--- src/rtl/time_pkg.sv ---
// Shared definitions for the time counter stages: widths, set-handshake FSM
// encoding and the binary-to-BCD digit split.
package time_pkg;

  localparam int HOURS_MAX = 23;
  localparam int HOURS_W   = 5;

  typedef enum logic [1:0] {
    RUN  = 2'd0,
    LOAD = 2'd1,
    ACK  = 2'd2,
    WAIT = 2'd3
  } set_state_e;

  typedef struct packed {
    logic [2:0] tens;
    logic [3:0] units;
  } bcd_t;

  // Covers 0-59 so minutes/seconds stages can share it.
  function automatic bcd_t bcd_split(input logic [6:0] v);
    bcd_t r;
    r.tens  = 3'(v / 7'd10);
    r.units = 4'(v % 7'd10);
    return r;
  endfunction

endpackage

--- src/rtl/sync_edge_det.sv ---
// Multi-flop synchroniser for an asynchronous level, followed by a registered
// one-cycle rising-edge pulse.
module sync_edge_det #(
  parameter int SYNC_STAGES = 2
) (
  input  logic clk,
  input  logic reset,
  input  logic async_in,
  output logic rise_pulse
);

  // [SYNC_STAGES-1] is the synchronised level, [SYNC_STAGES] its delayed copy.
  logic [SYNC_STAGES:0] sync_pipe;

  always_ff @(posedge clk) begin
    if (reset) begin
      sync_pipe  <= '0;
      rise_pulse <= 1'b0;
    end else begin
      sync_pipe  <= {sync_pipe[SYNC_STAGES-1:0], async_in};
      rise_pulse <= sync_pipe[SYNC_STAGES-1] & ~sync_pipe[SYNC_STAGES];
    end
  end

endmodule

--- src/rtl/hours_counter.sv ---
// Hours stage: counts synchronised hour ticks 0-23, drives binary/BCD/pm
// display values and a midnight day_tick, and accepts a four-phase time set.
module hours_counter
  import time_pkg::*;
#(
  parameter bit MODE_24H    = 1'b1,
  parameter int SYNC_STAGES = 2
) (
  input  logic               clk,
  input  logic               reset,
  input  logic               hours_clk,
  input  logic               hold,
  input  logic               set_valid,
  input  logic [HOURS_W-1:0] set_value,
  output logic               set_ack,
  output logic               set_err,
  output logic [HOURS_W-1:0] hours_bin,
  output logic [1:0]         hours_tens,
  output logic [3:0]         hours_units,
  output logic               pm,
  output logic               day_tick
);

  localparam logic [HOURS_W-1:0] MAX_H = HOURS_W'(HOURS_MAX);
  localparam logic [HOURS_W-1:0] NOON  = HOURS_W'(12);

  logic               tick;
  set_state_e         state, state_nxt;
  logic               err_q;
  logic [HOURS_W-1:0] hours_nxt;
  logic [HOURS_W-1:0] disp;
  logic               wrap;
  bcd_t               bcd;

  sync_edge_det #(.SYNC_STAGES(SYNC_STAGES)) u_sync (
    .clk        (clk),
    .reset      (reset),
    .async_in   (hours_clk),
    .rise_pulse (tick)
  );

  always_ff @(posedge clk) begin
    if (reset) state <= RUN;
    else       state <= state_nxt;
  end

  always_comb begin
    state_nxt = state;
    case (state)
      RUN:     if (set_valid) state_nxt = LOAD;
      LOAD:    state_nxt = ACK;
      ACK:     state_nxt = WAIT;
      WAIT:    if (!set_valid) state_nxt = RUN;
      default: state_nxt = RUN;
    endcase
  end

  always_comb begin
    set_ack = (state == ACK);
    set_err = (state == ACK) && err_q;
  end

  // A tick in the cycle that leaves RUN for LOAD is dropped: the set wins.
  always_comb begin
    hours_nxt = hours_bin;
    wrap      = 1'b0;
    if (state == RUN && !set_valid && tick && !hold) begin
      if (hours_bin == MAX_H) begin
        hours_nxt = '0;
        wrap      = 1'b1;
      end else begin
        hours_nxt = hours_bin + 5'd1;
      end
    end else if (state == LOAD && set_value <= MAX_H) begin
      hours_nxt = set_value;
    end
  end

  // Display digits derive from the next value so all outputs move together.
  always_comb begin
    disp = hours_nxt;
    if (!MODE_24H) begin
      if (hours_nxt >= NOON) disp = hours_nxt - NOON;
      if (disp == '0)        disp = NOON;
    end
    bcd = bcd_split({2'b00, disp});
  end

  always_ff @(posedge clk) begin
    if (reset) begin
      hours_bin   <= '0;
      hours_tens  <= MODE_24H ? 2'd0 : 2'd1;
      hours_units <= MODE_24H ? 4'd0 : 4'd2;
      pm          <= 1'b0;
      day_tick    <= 1'b0;
      err_q       <= 1'b0;
    end else begin
      hours_bin   <= hours_nxt;
      hours_tens  <= 2'(bcd.tens);
      hours_units <= bcd.units;
      pm          <= !MODE_24H && (hours_nxt >= NOON);
      day_tick    <= wrap;
      if (state == LOAD) err_q <= (set_value > MAX_H);
    end
  end

endmodule
--- config.mk ---
export PLATFORM = sky130hd
export DESIGN_NAME = hours_counter
export DESIGN_NICKNAME = d
export VERILOG_FILES = /design/src/rtl/time_pkg.sv /design/src/rtl/sync_edge_det.sv /design/src/rtl/hours_counter.sv
export SDC_FILE = /design/constraint.sdc
export NUM_CORES = 1
export LEC_CHECK = 0
export CAP_MARGIN = 0
export CORE_ASPECT_RATIO = 1.4
export CORE_MARGIN = 2
export CORE_UTILIZATION = 45
export DETAILED_ROUTE_END_ITERATION = 10
export GPL_ROUTABILITY_DRIVEN = 0
export PLACE_DENSITY = 0.84
export SYNTH_ARGS = -nofsm -noshare
export SYNTH_HDL_FRONTEND = slang
export SYNTH_SLANG_ARGS = --single-unit
export TNS_END_PERCENT = 20
--- constraint.sdc ---
create_clock -name clk -period 3.28 [get_ports clk]
set_clock_uncertainty 0.15 [all_clocks]
set_input_delay 0.328 -clock clk [delete_from_list [all_inputs] [get_ports clk]]
set_output_delay 0.328 -clock clk [all_outputs]
set_load 0.05 [all_outputs]
==> run metrics, run 1 <==
outcome complete, no violations; clock latency on the worst-skew pair 0.31 ns; Num CTS Buffers 3; Clock transition at path regs 0.10 ns; core area 2420 um^2; initial DRC count 21; CP Buf/Inv Count 1; Cells after Synth between 100 and 150; RSZ-0062 raised after global routing false; Max VDD drop 522 uV; Critical Path Slowest Stage Cell dfxtp_1; Sink Count 18; Max stage delay on crit path about 0.40 ns; Mapped Nets 138; # nets final 168; pre-CTS WS -0.0301 ns; Mapped Area 1170 um^2; total track usage 18.8%; Worst EP required 3.33 ns; DP Area around 1500 um^2; Setup CP Type reg2reg; sequential power share 24.1%; worst rel slew slack ~61%; Seq/Total Area, Yosys 30.9%; Synth area leaders dfxtp_1 31%, ha_1 8.6%, nor2b_1 4.8%; post-route cell area 1490 um^2; ANT cells 0; average size of a mapped cell roughly 10 um^2; Total Wirelength 2.54 mm; count of cell types in the netlist 46; final setup violation count 0; overall power 1320 uW; Arr. time, crit path 3.12 ns; delay-heaviest family, CP adder cells; Initial DRT Pass Iterations 4; # port buffers 23; P&R area growth vs syn 27.7%; fraction of layout cells with a size suffix above 1 16.2%; Initial Util a little under 50%; die area roughly 3000 um^2; Placed Cells incl. Taps 179; commonest non-fill, non-tap cells in the layout 23 x clkdlybuf4s50_1, 18 x dfxtp_1, 11 x nor2_1; setup TNS 0 ns; Storage cell area 360 um^2; Synth warnings 0; area of the multi-input gates 754 um^2; LEAKAGE 0.000569 uW; Max-Cap Viols 0; Most used DFF post-synth dfxtp_1; vias 982; top-area cell type share of the netlist area 30.9%; fin cells 182; Die Ht 64.2 um; initial antenna violation count 0; largest net degree at the start of global routing 18; number of cell rows 21; Post-DRT Antenna Nets 0; P_sw 620 uW; Die W 47.0 um; clk buf depth 2; Sw Share 47.1%; part of the power in combinational logic 67.3%; GR Overflow Total 0; min cycle time layout 3.06 ns; Post-synth EDFFs 0; commonest non-fill, non-tap cell in the layout clkdlybuf4s50_1; # IOs 25; H-tree lvl count 1; number of remaining DRC errors 0; fmax around 330 MHz; cell accounting for the most synthesized area dfxtp_1; # hold bufs at CTS 0; CTS tree yes; fill cell count 207; Startpoint Class flip-flop; first-pass GRT wire length 4.09 mm; Cell Chain, Critical Path inv_1 > ha_1 > nand4bb_4 > mux2_4 > o221ai_4 > nand2_1 > ha_2 > a211oi_1 > a21oi_1 > ha_1 > nand2b_1 > nand3_2 > mux2_1; most used cell along the critical path ha_1; Hold Path Class reg2reg; Worst-Margin Slew 0.590 ns; hpwl dp 2.04 mm; clock power share 8.6%; routed vias/inst 5.40; worst-path fanout max 5; Pint between 600 and 700 uW; Final WS setup about 0.22 ns; Hold Fails Final Rpt 0; Max Slew Vio Count 0; Root Driver clkbuf_4; vias in the first global route 994; power density over the cells between 800 and 900 nW/um^2; fin crit share 93.3%; fraction of registers with async set/reset 0%; Worst Setup End Kind flip-flop; Routed WL per cell 14.0 um; #FFs+latches synth 18
==> path summary, 6_finish.rpt <==
| check | endpoint | cells past startpoint | from | slack (ns) |
|---|---|---|---|---|
| setup / recovery | hours_units[1] | 13 | state[0] | 0.22 |
| hold reg to reg | u_sync.rise_pulse | 1 | u_sync.sync_pipe[2] | 0.27 |
| setup reg to reg | hours_units[1] | 13 | state[0] | 0.22 |
| hold / removal | u_sync.rise_pulse | 1 | u_sync.sync_pipe[2] | 0.27 |
==> cell type report <==
| class | count | share of cell area, % |
|---|---|---|
| Tap cell | 34 | 2.86 |
| Inverter | 7 | 1.76 |
| Multi-Input combinational cell | 90 | 50.7 |
| Clock buffer | 3 | 1.51 |
| Sequential cell | 18 | 24.2 |
| Timing Repair Buffer | 30 | 19.0 |
==> sequential cells by signal, indices dropped and copies added, names as in the netlist <==
name / count
err_q: 1
u_sync.sync_pipe: 3
day_tick: 1
state: 2
hours_bin: 5
hours_tens: 2
hours_units: 3
u_sync.rise_pulse: 1
==> worst register-to-register path: stages, from the launching register on <==
cell,delay [ns]
dfxtp_1,0.40
inv_1,0.10
ha_1,0.26
nand4bb_4,0.12
mux2_4,0.33
o221ai_4,0.16
nand2_1,0.08
ha_2,0.20
a211oi_1,0.22
a21oi_1,0.09
ha_1,0.23
nand2b_1,0.19
nand3_2,0.11
mux2_1,0.32
==> logic make-up (layout without fill, tap and decap cells) <==
group | count (synthesis) | in the layout | share of synthesized area, %
simple gates | 47 | 47 | 26.9
compound gates | 26 | 26 | 21.1
flops | 18 | 18 | 30.9
buf+inv | 12 | 40 | 4.94
fa+ha+maj | 8 | 8 | 8.58
mux | 6 | 6 | 5.69
xor+xnor | 2 | 2 | 1.50
other cells | 1 | 1 | 0.322
==> Yosys cell counts, types with 2 or more instances <==
cell	number
a21oi_1	5
nand3b_1	3
a31oi_1	2
buf_4	3
nand3_1	2
a211oi_1	3
a221oi_1	2
mux2i_1	4
and2_1	2
nor2b_1	9
ha_1	8
nor2_1	11
nor3b_1	4
nor3_1	2
dfxtp_1	18
nand2_1	5
inv_1	7
o221ai_1	2
==> stage by stage <==
| stage | util (%) | hold WS (ns) |
|---|---|---|
| floorplan | - | 0.217 |
| global placement | 60.4 | 0.223 |
| detailed placement | 60.4 | 0.236 |
| CTS | 61.3 | 0.270 |
| global route | 61.6 | 0.276 |
| finish | 61.6 | 0.266 |
==> routing by layer <==
layer / wire length (um) / GRT usage [%] / up-vias
met5: 0 / 0 / -
met4: 70 / 11.1 / 0
met3: 52 / 1.98 / 5
met2: 1390 / 32.9 / 21
met1: 1030 / 20.1 / 460
li1: - / - / 496
==> timing repair <==
action                     in CTS  in global routing
gates resized for setup         0                  2
setup buffers                   0                  0
setup endpoints to repair       0                  2
==> power by group through the flow <==
stage	registers [uW]	logic, uW	clock network [uW]
floorplan	436	536	0
global placement	319	840	0
detailed placement	323	878	0
CTS	318	880	116
global route	325	959	123
finish	318	886	114
(Power assumes the default switching activity.)
==> run 2: changes to the inputs <==
Settings changed: PLACE_DENSITY 0.84 to 0.74.
==> run 2 against run 1 <==
Routed wire length is 5.3% lower. Global-route usage increased by 0.68 points. Critical path depth stayed put. Largest cell class unchanged.
==> run metrics, run 2 (same netlist as run 1, synthesis figures left out) <==
LEAKAGE a little under 0.0006 uW; number of remaining DRC errors 0; initial antenna violation count 0; routed vias/inst 5.34; Reg-to-Reg Start state[1]; # hold bufs at CTS 0; H-tree lvl count 1; # IOs 25; die area just over 3000 um^2; Setup CP Type reg2reg; Worst-Margin Slew 0.620 ns; Num CTS Buffers 3; fill cell count 220; Worst path depth 13; Pint 724 uW; commonest non-fill, non-tap cell in the layout clkdlybuf4s50_1; post-CTS sizing 0; initial DRC count 24; Worst EP required 3.31 ns; Post-CTS Setup Bufs 0; Root Driver clkbuf_4; hpwl dp 1.92 mm; largest net degree at the start of global routing 18; delay-heaviest family, CP adder cells; commonest non-fill, non-tap cells in the layout 23 x clkdlybuf4s50_1, 17 x dfxtp_1, 11 x nor2_1; # port buffers 23; fraction of layout cells with a size suffix above 1 between 10% and 20%; Startpoint Class flip-flop; ANT cells 0; part of the power in combinational logic 65.7%; RSZ-0062 raised after global routing false; CP Buf/Inv Count 1; Total Wirelength 2.41 mm; first-pass GRT wire length approximately 4.3 mm; Cell Chain, Critical Path inv_1 > ha_2 > nand4bb_4 > mux2_4 > o221ai_4 > nand2_1 > ha_1 > a211oi_1 > a21oi_1 > ha_1 > nand2b_1 > nand3_2 > mux2_1; core area 2420 um^2; P&R area growth vs syn 29.9%; clock latency on the worst-skew pair 0.30 ns; # nets final 170; CTS tree yes; fmax 328 MHz; Arr. time, crit path 3.08 ns; most used cell along the critical path ha_1; clk buf depth 2; Hold Fails Final Rpt 0; Max Slew Vio Count 0; Routed WL per cell 13.0 um; Max-Cap Viols 0; Die W roughly 47 um; Initial DRT Pass Iterations 4; Max VDD drop 493 uV; Critical Path Slowest Stage Cell dfxtp_1; max FFs per register 5; Sw Share 45.6%; min cycle time layout 3.05 ns; worst-path fanout max 5; worst rel slew slack 58.5%; outcome complete, no violations; Die Ht 64.2 um; post-route cell area 1520 um^2; vias in the first global route between 1000 and 1500; GR Overflow Total 0; R2R setup slack 0.23 ns; Worst Setup SP state[1]; DP Area 1480 um^2; number of cell rows 21; Hold Path Class reg2reg; power density over the cells between 800 and 900 nW/um^2; Sink Count 18; clock power share 10.4%; total track usage 19.4%; Clock transition at path regs 0.11 ns; Max stage delay on crit path around 0.34 ns; biggest registers after layout hours_bin x5, hours_units x3, u_sync.sync_pipe x3; P_sw approximately 600 uW; Post-DRT Antenna Nets 0; reg2reg end hours_units[1]; Initial Util between 40 and 50%; sequential power share 23.9%; setup TNS 0 ns; vias 988; Worst Setup End Kind flip-flop; CP endpoint hours_units[1]; reg2reg path depth 13; fin crit share about 93%; Top reg by flops hours_bin; final setup violation count 0
## run 2: layout make-up
cell class	count	area, um^2	area share [%]
clock buffer	4	36.3	2.39
inverter	7	26.3	1.73
multi-input combinational	90	751	49.5
sequential	18	362	23.9
tap	34	42.5	2.81
timing repair buffer	32	298	19.7
## run 2: how the worst min path moves through the flow
stage | startpoint | to | slack, ns | cells after the start
global route | u_sync.sync_pipe[2] | u_sync.rise_pulse | 0.25 | 1
global placement | u_sync.sync_pipe[2] | u_sync.rise_pulse | 0.22 | 1
CTS | u_sync.sync_pipe[2] | u_sync.rise_pulse | 0.24 | 1
finish | u_sync.sync_pipe[2] | u_sync.rise_pulse | 0.24 | 1
floorplan | u_sync.sync_pipe[2] | u_sync.rise_pulse | 0.22 | 1
detailed placement | u_sync.sync_pipe[2] | u_sync.rise_pulse | 0.22 | 1
## run 2: worst register-to-register path: stages (launching register included)
cell and delay, ns:
dfxtp_1 0.34, inv_1 0.12, ha_2 0.24, nand4bb_4 0.12, mux2_4 0.33, o221ai_4 0.16, nand2_1 0.08, ha_1 0.24
a211oi_1 0.23, a21oi_1 0.09, ha_1 0.23, nand2b_1 0.18, nand3_2 0.10, mux2_1 0.32
## run 2: per-layer routing
metal,global-route usage [%],vias up,share of wire (%)
met1,22.6,465,42
met5,0,-,0
met3,2.82,4,4.1
li1,-,493,-
met4,10.8,0,2.1
met2,32.2,26,52
## run 2: power groups by stage
stage	Clock (uW)	Combinational (uW)	Sequential, uW
floorplan	0	536	436
global placement	0	854	319
detailed placement	0	872	322
CTS	141	876	317
global route	149	961	327
finish	138	874	319
## run 2: stage by stage
step / cells / power [uW] / utilization (%) / hold WS, ns / worst slack [ns]
3_3_place_gp: 181 / 1170 / 61.0 / 0.224 / 0.123
6_report: 185 / 1330 / 62.7 / 0.241 / 0.232
5_1_grt: 185 / 1440 / 62.7 / 0.250 / 0.000575
3_5_place_dp: 181 / 1190 / 61.0 / 0.225 / 0.0373
4_1_cts: 185 / 1330 / 62.5 / 0.240 / 0.176
2_1_floorplan: 120 / 971 / - / 0.217 / 0.0400
